[src/rtl/neuron_pkg.sv]
// rtl/neuron_pkg.sv - shared types and arithmetic helpers for the parallel neuron
//
// Purpose: activation and FSM state enums, the beat-count helper, and the
//          saturating add / narrow functions used by the accumulator and
//          output stage. All helpers work on a 64-bit signed carrier, so the
//          neuron supports DATA_WIDTH up to 31.
// Ports:   none (package).
package neuron_pkg;

  typedef enum logic {
    ACT_RELU   = 1'b0,
    ACT_LINEAR = 1'b1
  } act_e;

  typedef enum logic [1:0] {
    ST_ACC   = 2'd0,
    ST_DRAIN = 2'd1,
    ST_BIAS  = 2'd2,
    ST_OUT   = 2'd3
  } state_e;

  localparam int CALC_W = 64;
  typedef logic signed [CALC_W-1:0] calc_t;

  function automatic int ceil_div(input int num, input int den);
    return (num + den - 1) / den;
  endfunction

  // Clamp value into the signed range of a width-bit word; clamped flags a clip.
  function automatic calc_t sat_narrow(input calc_t value, input int width,
                                       output logic clamped);
    calc_t hi;
    calc_t lo;
    hi = (calc_t'(1) <<< (width - 1)) - calc_t'(1);
    lo = -(calc_t'(1) <<< (width - 1));
    clamped = 1'b0;
    if (value > hi) begin
      clamped = 1'b1;
      return hi;
    end
    if (value < lo) begin
      clamped = 1'b1;
      return lo;
    end
    return value;
  endfunction

  // Operands must already lie in the width-bit range; the carrier cannot overflow.
  function automatic calc_t sat_add(input calc_t a, input calc_t b, input int width,
                                    output logic clamped);
    return sat_narrow(a + b, width, clamped);
  endfunction

endpackage

[src/rtl/neuron_weight_rom.sv]
// rtl/neuron_weight_rom.sv - per-neuron weight ROM, one LANES-wide word per beat
//
// Purpose: holds ceil(NUM_WEIGHT/LANES) words; word b lane i is weight
//          b*LANES+i. Weights past NUM_WEIGHT read as zero so a partial final
//          beat contributes nothing from its unused lanes. The image is the
//          flattened weight list (weight k at [k*DATA_WIDTH +: DATA_WIDTH]).
// Ports:
//   addr   in   ADDR_W            beat index, read combinationally
//   rdata  out  LANES*DATA_WIDTH  weights for that beat, lane i at [i*DATA_WIDTH +: DATA_WIDTH]
module neuron_weight_rom
  import neuron_pkg::*;
#(
  parameter int NUM_WEIGHT = 784,
  parameter int LANES      = 4,
  parameter int DATA_WIDTH = 16,
  parameter int ADDR_W     = 8,
  parameter logic [NUM_WEIGHT*DATA_WIDTH-1:0] WEIGHT_INIT = '0
) (
  input  logic [ADDR_W-1:0]           addr,
  output logic [LANES*DATA_WIDTH-1:0] rdata
);

  localparam int BEATS  = ceil_div(NUM_WEIGHT, LANES);
  localparam int WORD_W = LANES * DATA_WIDTH;

  // Zero-extension pads the tail of the last word with zero weights.
  localparam logic [BEATS*WORD_W-1:0] IMAGE = (BEATS*WORD_W)'(WEIGHT_INIT);

  logic [WORD_W-1:0] rom_words [BEATS];

  for (genvar b = 0; b < BEATS; b++) begin : g_word
    assign rom_words[b] = IMAGE[b*WORD_W +: WORD_W];
  end

  assign rdata = rom_words[addr];

endmodule

[src/rtl/parallel_neuron.sv]
// rtl/parallel_neuron.sv - multi-lane fixed-point neuron with saturating accumulate
//
// Purpose: accepts LANES activations per beat, multiplies by ROM weights,
//          accumulates, adds bias, applies relu/linear, and returns one result
//          per inference over a valid/ready handshake.
// Build option: PARALLEL_NEURON_SAT_EN selects saturating accumulate, bias add
//          and output narrowing with a sticky sat flag; without it all three
//          wrap and sat is tied low.
// Ports:
//   clk        in   1                 clock, rising edge
//   rst_n      in   1                 synchronous active-low reset
//   in_valid   in   1                 beat valid
//   in_ready   out  1                 high while accepting beats
//   in_data    in   LANES*DATA_WIDTH  signed activations, lane i at [i*DATA_WIDTH +: DATA_WIDTH]
//   out_valid  out  1                 result valid
//   out_ready  in   1                 result consumed on out_valid & out_ready
//   out_data   out  DATA_WIDTH        activated result, Q(DATA_WIDTH-FRAC_BITS).FRAC_BITS
//   sat        out  1                 a clamp occurred during this inference
// Weights and bias come in as WEIGHT_INIT / BIAS_INIT; LAYER_NO / NEURON_NO
// identify the neuron's slot in the layer array.
module parallel_neuron
  import neuron_pkg::*;
#(
  parameter int    LAYER_NO   = 0,
  parameter int    NEURON_NO  = 0,
  parameter int    NUM_WEIGHT = 784,
  parameter int    LANES      = 4,
  parameter int    DATA_WIDTH = 16,
  parameter int    FRAC_BITS  = 11,
  parameter string ACT_TYPE   = "relu",
  parameter logic [NUM_WEIGHT*DATA_WIDTH-1:0] WEIGHT_INIT = '0,
  parameter logic [DATA_WIDTH-1:0]            BIAS_INIT   = '0
) (
  input  logic                        clk,
  input  logic                        rst_n,
  input  logic                        in_valid,
  output logic                        in_ready,
  input  logic [LANES*DATA_WIDTH-1:0] in_data,
  output logic                        out_valid,
  input  logic                        out_ready,
  output logic [DATA_WIDTH-1:0]       out_data,
  output logic                        sat
);

  localparam int   BEATS     = ceil_div(NUM_WEIGHT, LANES);
  localparam int   CW        = (BEATS > 1) ? $clog2(BEATS) : 1;
  localparam int   PW        = 2 * DATA_WIDTH;
  localparam act_e ACT       = (ACT_TYPE == "linear") ? ACT_LINEAR : ACT_RELU;
  localparam logic [CW-1:0] LAST_BEAT = CW'(BEATS - 1);

`ifdef PARALLEL_NEURON_SAT_EN
  localparam int SUM_W = PW + $clog2(LANES);
`else
  // Wrapping arithmetic only ever keeps the low PW bits of the lane sum.
  localparam int SUM_W = PW;
`endif

  // Bias moved onto the product scale (2*FRAC_BITS fractional bits).
  localparam logic signed [PW-1:0] BIAS_AL =
    $signed({{(PW-DATA_WIDTH){BIAS_INIT[DATA_WIDTH-1]}}, BIAS_INIT}) <<< FRAC_BITS;

  state_e                     state_q, state_d;
  logic [CW-1:0]              cnt_q, cnt_d;
  logic [LANES-1:0][PW-1:0]   prod_q, prod_d;
  logic                       prod_vld_q, prod_vld_d;
  logic signed [PW-1:0]       acc_q, acc_d;
  logic [DATA_WIDTH-1:0]      out_data_q, out_data_d;
`ifdef PARALLEL_NEURON_SAT_EN
  logic                       sat_q, sat_d;
  logic                       c_acc, c_bias, c_out;
  calc_t                      biased;
`else
  logic signed [PW-1:0]       biased;
`endif

  logic [LANES*DATA_WIDTH-1:0] rom_word;
  logic                        accept;
  logic signed [PW-1:0]        a_ext, w_ext;
  logic signed [SUM_W-1:0]     lane_sum;
  logic [DATA_WIDTH-1:0]       res;

  neuron_weight_rom #(
    .NUM_WEIGHT  (NUM_WEIGHT),
    .LANES       (LANES),
    .DATA_WIDTH  (DATA_WIDTH),
    .ADDR_W      (CW),
    .WEIGHT_INIT (WEIGHT_INIT)
  ) u_rom (
    .addr  (cnt_q),
    .rdata (rom_word)
  );

  always_comb begin
    state_d    = state_q;
    cnt_d      = cnt_q;
    prod_d     = prod_q;
    prod_vld_d = 1'b0;
    acc_d      = acc_q;
    out_data_d = out_data_q;
    a_ext      = '0;
    w_ext      = '0;
    lane_sum   = '0;
    biased     = '0;
    res        = '0;
`ifdef PARALLEL_NEURON_SAT_EN
    sat_d      = sat_q;
    c_acc      = 1'b0;
    c_bias     = 1'b0;
    c_out      = 1'b0;
`endif

    accept = (state_q == ST_ACC) && in_valid;

    // Stage 1: multiply the accepted beat; products land on the accepting edge.
    if (accept) begin
      for (int i = 0; i < LANES; i++) begin
        a_ext     = PW'($signed(in_data[i*DATA_WIDTH +: DATA_WIDTH]));
        w_ext     = PW'($signed(rom_word[i*DATA_WIDTH +: DATA_WIDTH]));
        prod_d[i] = a_ext * w_ext;
      end
      prod_vld_d = 1'b1;
    end

    // Stage 2: fold the previous beat's products into the accumulator.
    if (prod_vld_q) begin
      for (int i = 0; i < LANES; i++) begin
        lane_sum = lane_sum + SUM_W'($signed(prod_q[i]));
      end
`ifdef PARALLEL_NEURON_SAT_EN
      acc_d = PW'(sat_add(calc_t'(acc_q), calc_t'(lane_sum), PW, c_acc));
      sat_d = sat_d | c_acc;
`else
      acc_d = acc_q + lane_sum;
`endif
    end

    case (state_q)
      ST_ACC: begin
        if (accept) begin
          if (cnt_q == LAST_BEAT) begin
            cnt_d   = '0;
            state_d = ST_DRAIN;
          end else begin
            cnt_d = cnt_q + CW'(1);
          end
        end
      end
      ST_DRAIN: begin
        // The final beat's products are consumed the cycle after they land.
        if (!prod_vld_q) state_d = ST_BIAS;
      end
      ST_BIAS: begin
`ifdef PARALLEL_NEURON_SAT_EN
        biased = sat_add(calc_t'(acc_q), calc_t'(BIAS_AL), PW, c_bias);
        res    = DATA_WIDTH'(sat_narrow(biased >>> FRAC_BITS, DATA_WIDTH, c_out));
        sat_d  = sat_d | c_bias | c_out;
`else
        biased = acc_q + BIAS_AL;
        res    = DATA_WIDTH'(biased >>> FRAC_BITS);
`endif
        if (ACT == ACT_RELU && res[DATA_WIDTH-1]) res = '0;
        out_data_d = res;
        state_d    = ST_OUT;
      end
      ST_OUT: begin
        if (out_ready) begin
          state_d = ST_ACC;
          acc_d   = '0;
          cnt_d   = '0;
`ifdef PARALLEL_NEURON_SAT_EN
          sat_d   = 1'b0;
`endif
        end
      end
      default: state_d = ST_ACC;
    endcase
  end

  always_ff @(posedge clk) begin
    if (!rst_n) begin
      state_q    <= ST_ACC;
      cnt_q      <= '0;
      prod_q     <= '0;
      prod_vld_q <= 1'b0;
      acc_q      <= '0;
      out_data_q <= '0;
`ifdef PARALLEL_NEURON_SAT_EN
      sat_q      <= 1'b0;
`endif
    end else begin
      state_q    <= state_d;
      cnt_q      <= cnt_d;
      prod_q     <= prod_d;
      prod_vld_q <= prod_vld_d;
      acc_q      <= acc_d;
      out_data_q <= out_data_d;
`ifdef PARALLEL_NEURON_SAT_EN
      sat_q      <= sat_d;
`endif
    end
  end

  assign in_ready  = (state_q == ST_ACC);
  assign out_valid = (state_q == ST_OUT);
  assign out_data  = out_data_q;
`ifdef PARALLEL_NEURON_SAT_EN
  assign sat       = sat_q;
`else
  assign sat       = 1'b0;
`endif

endmodule

[config.mk]
export PLATFORM = sky130hd
export DESIGN_NAME = parallel_neuron
export DESIGN_NICKNAME = d
export VERILOG_FILES = /design/src/rtl/neuron_pkg.sv /design/src/rtl/neuron_weight_rom.sv /design/src/rtl/parallel_neuron.sv
export SDC_FILE = /design/constraint.sdc
export NUM_CORES = 1
export LEC_CHECK = 0
export ABC_AREA = 1
export ABC_CLOCK_PERIOD_IN_PS = 3500
export CAP_MARGIN = 20
export CORE_MARGIN = 2
export CORE_UTILIZATION = 30
export DETAILED_ROUTE_END_ITERATION = 8
export HOLD_SLACK_MARGIN = 0.15
export PLACE_DENSITY = 0.49
export REMOVE_ABC_BUFFERS = 1
export SLEW_MARGIN = 10
export SYNTH_ARGS = -nofsm -noshare
export SYNTH_HDL_FRONTEND = slang
export SYNTH_HIERARCHICAL = 1
export SYNTH_SLANG_ARGS = --single-unit
[constraint.sdc]
create_clock -name clk -period 3.5 [get_ports clk]
set_clock_uncertainty 0.15 [all_clocks]
set_input_delay 0.35 -clock clk [delete_from_list [all_inputs] [get_ports clk]]
set_output_delay 0.35 -clock clk [all_outputs]
set_load 0.05 [all_outputs]
==> results of run 1 <==
-- critical path, stage by stage, from the launching register on --
cell and delay, ns:
dfxtp_2 0.33, fa_1 0.49, fa_1 0.50, inv_1 0.05, fa_1 0.49, inv_2 0.05
ha_4 0.16, fa_2 0.37, nand3_2 0.11, nand2_4 0.07, buf_4 0.14, buf_4 0.12
nand4_1 0.11, a31o_2 0.17, nand3_2 0.07, nand2_1 0.08, inv_1 0.04
-- flip-flops by register name (all words and copies together) (netlist names) --
| register | flops |
|---|---|
| acc_q | 27 |
| cnt_q | 8 |
| out_data | 15 |
| prod_q | 108 |
| prod_vld_q | 1 |
| state_q | 2 |
-- layout make-up --
| type | instances | area, um2 | share of cell area [%] |
|---|---|---|---|
| clock buffer | 17 | 425 | 0.843 |
| clock inverter | 15 | 161 | 0.320 |
| inverter | 1871 | 7030 | 13.9 |
| multi-input combinational | 3976 | 35600 | 70.5 |
| sequential | 161 | 3260 | 6.46 |
| tap | 2044 | 2560 | 5.07 |
| timing repair buffer | 163 | 1450 | 2.88 |
-- kinds of logic after synthesis --
family / count (synthesis) / share of synthesized area, %
xor gates and xnor gates: 71 / 1.34
adders and majority gates: 1289 / 50.0
DFF: 161 / 6.92
other: 2 / 0.0161
buffers and inverters: 2189 / 18.2
and+or+nand+nor: 2094 / 18.1
AOI/OAI and AO/OA: 456 / 5.40
-- cells in the final DEF, fill, tap and decap left out, types with 42 or more instances in the layout --
master           Yosys  final
inv_1             1865   1861
nand3_1            191    184
dfxtp_1            161    138
buf_4               66     77
nor2_1             250    245
xor2_1              43     42
clkdlybuf4s50_1      0     83
nand4_1             49     49
conb_1               2     66
ha_1               336    320
fa_1               953    949
o21ai_0            167    151
nand2_1           1525   1505
a21oi_1            183    166
-- how the worst min path moves through the flow --
stage,cells past startpoint,end,slack [ns]
after detailed placement,2,out_data[14],0.31
after global placement,2,out_data[2],0.31
final,3,prod_q[98],0.16
after floorplan,2,prod_q[96],0.30
after CTS,3,prod_q[98],0.15
after global routing,3,prod_q[101],0.17
-- through the flow --
stage / hold WS (ns) / instances / area [um2] / TNS, ns
floorplan: 0.304 / 6008 / 45300 / -0.485
global placement: 0.308 / 8207 / 49300 / -3.78
detailed placement: 0.306 / 8207 / 49300 / -3.97
CTS: 0.153 / 8242 / 50200 / -0.528
global route: 0.170 / 8247 / 50500 / -2.79
finish: 0.162 / 8247 / 50500 / -0.560
-- repair_timing --
item	4_1_cts	5_1_grt
cloned	0	0
hold buffers	0	0
endpoints found under the setup margin	19	21
resized for setup	87	57
pin swaps	35	34
buffers inserted	3	5
-- per-layer routing --
layer / up-vias / GRT usage [%] / wire length (um)
met4: 0 / 2.20 / 1420
met3: 72 / 0.794 / 3060
li1: 17676 / - / -
met2: 532 / 28.4 / 60900
met5: - / 0 / 0
met1: 18233 / 23.2 / 59300
==> results_dict.tcl, run 1 <==
set metrics [dict create \
    rr_worst_depth 16 \
    crit_start "prod_q[33]" \
    worstSkewPairLatency_ns 0.45 \
    synthTopCellsByCount "inv_1, nand2_1, fa_1" \
    critPathArrivalTime_ns 3.78 \
    drive_above_1_share_pct 4.26 \
    num_antenna_cells 0 \
    violations "setup timing" \
    start_kind "register" \
    critPathKind "register to register" \
    final_core_util_pct 32.8 \
    avgSynthCellArea_um2 7.44 \
    dp_hpwl_mm 105 \
    worst_pin_slew_ns 0.944 \
    grt_max_degree 69 \
    synthesis.area_um2 46600 \
    ys_ff_latch 161 \
    ys_async_sr_fraction_pct 0 \
    cp-end-kind "register" \
    setup_ws_ns -0.0845 \
    numClockSinks 161 \
    ys_types 47 \
    synth-edff-count 0 \
    die_w_um 398 \
    grtUsageTotal_pct 16.4 \
    cp.required_ns 3.70 \
    nets 7547 \
    placement.setup.worst_slack_ns -0.363 \
    yosysMostFrequentCell "inv_1" \
    r2r_end "acc_q[21]" \
    cap_violations 0 \
    worstReg2RegStart "prod_q[33]" \
    drt_iter0_drc 1805 \
    gp_congestion 0.872 \
    row_count 144 \
    finalCritPeriodShare_pct 102 \
    io_buffers 84 \
    timing.slew.headroom_pct 36.9 \
    area_delta_synth_final_pct 8.41 \
    via_per_inst 4.43 \
    cp_max_fo 4 \
    cts_buffer_depth 2 \
    drc 0 \
    ys.flop_type "dfxtp_1" \
    min_from "rst_n" \
    path_clk_slew_ns 0.07 \
    grt_pass1_wl_mm 209 \
    grt-ovfl-total 0 \
    endpoint "acc_q[21]" \
    ant_nets 0 \
    fmax_mhz 279 \
    vias 36513 \
    ios 87 \
    synth_seq_area_share_pct 6.92 \
    grt_pass1_vias 39005 \
    dieArea_um2 158000 \
    slew_violations 0 \
    setup_viol 10 \
    ys.warnings.count 6 \
    synthTopCellsByArea "fa_1, inv_1, nand2_1" \
    routedWlPerCell_um 15.1 \
    cts_tree "built" \
    fill_cells 16642 \
    htreeDepth 4 \
    cts_root_buf "clkbuf_16" \
    rsz0062_at_grt "true" \
    finalHoldViolCount 0 \
    status "finished with violations" \
    synthCells 6262 \
    core_um2 154000 \
    cts_inserted_buffers 17 \
    wl_mm 125 \
    antenna_found_initial 2 \
    yosysTopAreaCell "fa_1" \
    synth.top_cell.area_share_pct 41.0 \
    fin_crit_ns 3.58 \
    die_y_um 398 \
    r2r_setup_slack_ns -0.08 \
    drtPass1Iterations 7 \
    hp-class "input port to register" \
    start_util_pct 30.2 \
]
Power of run 1 is not shown: default switching activity piles up to over one toggle a cycle in this logic, so the estimate is an artifact.
==> run 2: changes to the inputs <==
--- a/config.mk
+++ b/config.mk
@@ -7,13 +7,12 @@
 export LEC_CHECK = 0
 export ABC_AREA = 1
 export ABC_CLOCK_PERIOD_IN_PS = 3500
-export CAP_MARGIN = 20
+export CAP_MARGIN = 15
 export CORE_MARGIN = 2
 export CORE_UTILIZATION = 30
 export DETAILED_ROUTE_END_ITERATION = 8
 export HOLD_SLACK_MARGIN = 0.15
 export PLACE_DENSITY = 0.49
-export REMOVE_ABC_BUFFERS = 1
 export SLEW_MARGIN = 10
 export SYNTH_ARGS = -nofsm -noshare
 export SYNTH_HDL_FRONTEND = slang
==> results_dict.tcl, run 2 (synthesis gave the netlist of run 1 again) <==
set metrics [dict create \
    hold_depth 3 \
    grt_max_degree 61 \
    numClockSinks 161 \
    crit_slowest_cell "fa_1" \
    dp_hpwl_mm 104 \
    core_um2 154000 \
    slew_violations 0 \
    fin_crit_ns 3.55 \
    start_util_pct 30.2 \
    num_antenna_cells 0 \
    cp_max_fo 3 \
    drive_above_1_share_pct 4.31 \
    finalHoldViolCount 0 \
    drtPass1Iterations 6 \
    violations "setup timing" \
    grt_pass1_wl_mm 205 \
    critPathKind "register to register" \
    setup_tns_ns -0.332 \
    htreeDepth 4 \
    vias 36366 \
    critPathBufInv 4 \
    postCtsHoldBufs 0 \
    nets 7541 \
    largest_reg_flops 108 \
    drt_iter0_drc 1798 \
    fill_cells 16557 \
    min_from "rst_n" \
    grt-ovfl-total 0 \
    worstSkewPairLatency_ns 0.45 \
    final_cell_area_um2 50500 \
    ant_nets 0 \
    r2r_setup_slack_ns -0.05 \
    ios 87 \
    regMostFlops "prod_q" \
    setup_ws_ns -0.0482 \
    grtUsageTotal_pct 16.1 \
    fmax_mhz 282 \
    row_count 144 \
    cap_violations 0 \
    cts_buffer_depth 2 \
    setup_viol 11 \
    placed_area_um2 49200 \
    hp-class "input port to register" \
    worstReg2RegStart "prod_q[33]" \
    worstSetupPathDepth 17 \
    io_buffers 84 \
    routedWlPerCell_um 15.0 \
    antenna_found_initial 0 \
    most-common-layout-cells "inv_1, nand2_1, fa_1" \
    cp.required_ns 3.69 \
    r2r_end "acc_q[11]" \
    cts_root_buf "clkbuf_16" \
    cp_top_family "adder cells" \
    cts_tree "built" \
    finalCritPeriodShare_pct 101 \
    area_delta_synth_final_pct 8.51 \
    wl_mm 123 \
    drc 0 \
    worst_pin_slew_ns 0.938 \
    final_cells 8241 \
    crit_chain "fa_1, fa_1, inv_1, fa_1, inv_2, ha_4, fa_2, nand3_2, nand2_4, nand2_4, nand2_4, a21oi_4, buf_6, or2_1, nand3_1, o211ai_1, inv_1" \
    cp-end-kind "register" \
    holdWs_ns 0.202 \
    timing.slew.headroom_pct 37.3 \
    dpl.cell_count 8198 \
    slowest_delay_ns 0.49 \
    path_clk_slew_ns 0.07 \
    critPathArrivalTime_ns 3.74 \
    rr_worst_depth 17 \
    dieArea_um2 158000 \
    die_w_um 398 \
    gp_congestion 0.866 \
    grt_pass1_vias 38055 \
    cts_inserted_buffers 17 \
    status "finished with violations" \
    whs_endpoint "prod_q[16]" \
    final_common_cell "inv_1" \
    rsz0062_at_grt "true" \
    start_kind "register" \
    via_per_inst 4.41 \
    die_y_um 398 \
]
-- run 2: changes by cell type in the layout (fill, tap and decap cells not counted), sizes merged --
cell      before   now
bufinv         1     2
clkinvlp       2     0
clkinv         3     7
inv         1880  1876
buf           80    74
clkbuf        17    18
-- run 2: routing by layer --
metal	track usage, %	vias up	wire (um)
li1	-	17652	-
met1	22.7	18068	57600
met2	27.8	578	60400
met3	1.18	68	4180
met4	1.98	0	1200
met5	0	-	0
-- run 2: layout make-up --
cell class,instances,area [um2],share of cell area (%)
Inverter,1871,7030,13.9
Tap cell,2044,2560,5.06
Sequential cell,161,3260,6.46
Timing Repair Buffer,157,1430,2.82
Multi-Input combinational cell,3976,35600,70.5
Clock buffer,18,439,0.869
Clock inverter,14,169,0.334
-- run 2: worst max-delay path by stage --
stage,start,end
floorplan,prod_q[1],acc_q[13]
global route,prod_q[33],acc_q[11]
CTS,prod_q[65],acc_q[13]
finish,prod_q[33],acc_q[11]
global placement,prod_q[1],acc_q[15]
detailed placement,prod_q[1],acc_q[15]
-- run 2: tightest hold or removal path, stage by stage --
cell     delay, ns
buf_4         0.23
o21ai_0       0.12
a31oi_1       0.04
-- run 2: repair_timing --
item	4_1_cts	5_1_grt
pin swaps	17	41
hold endpoints to repair	0	0
buffers inserted	5	9
setup endpoints to repair	18	20
resized for setup	65	92
-- run 2: per-stage QoR --
step                      utilization, %  setup WS (ns)
after floorplan                        -         0.0242
after global placement              32.0         -0.274
after detailed placement            32.0         -0.218
after CTS                           32.5        -0.0832
after global routing                32.8         -0.195
final                               32.8        -0.0482
Power of run 2 is left out for the same reason.
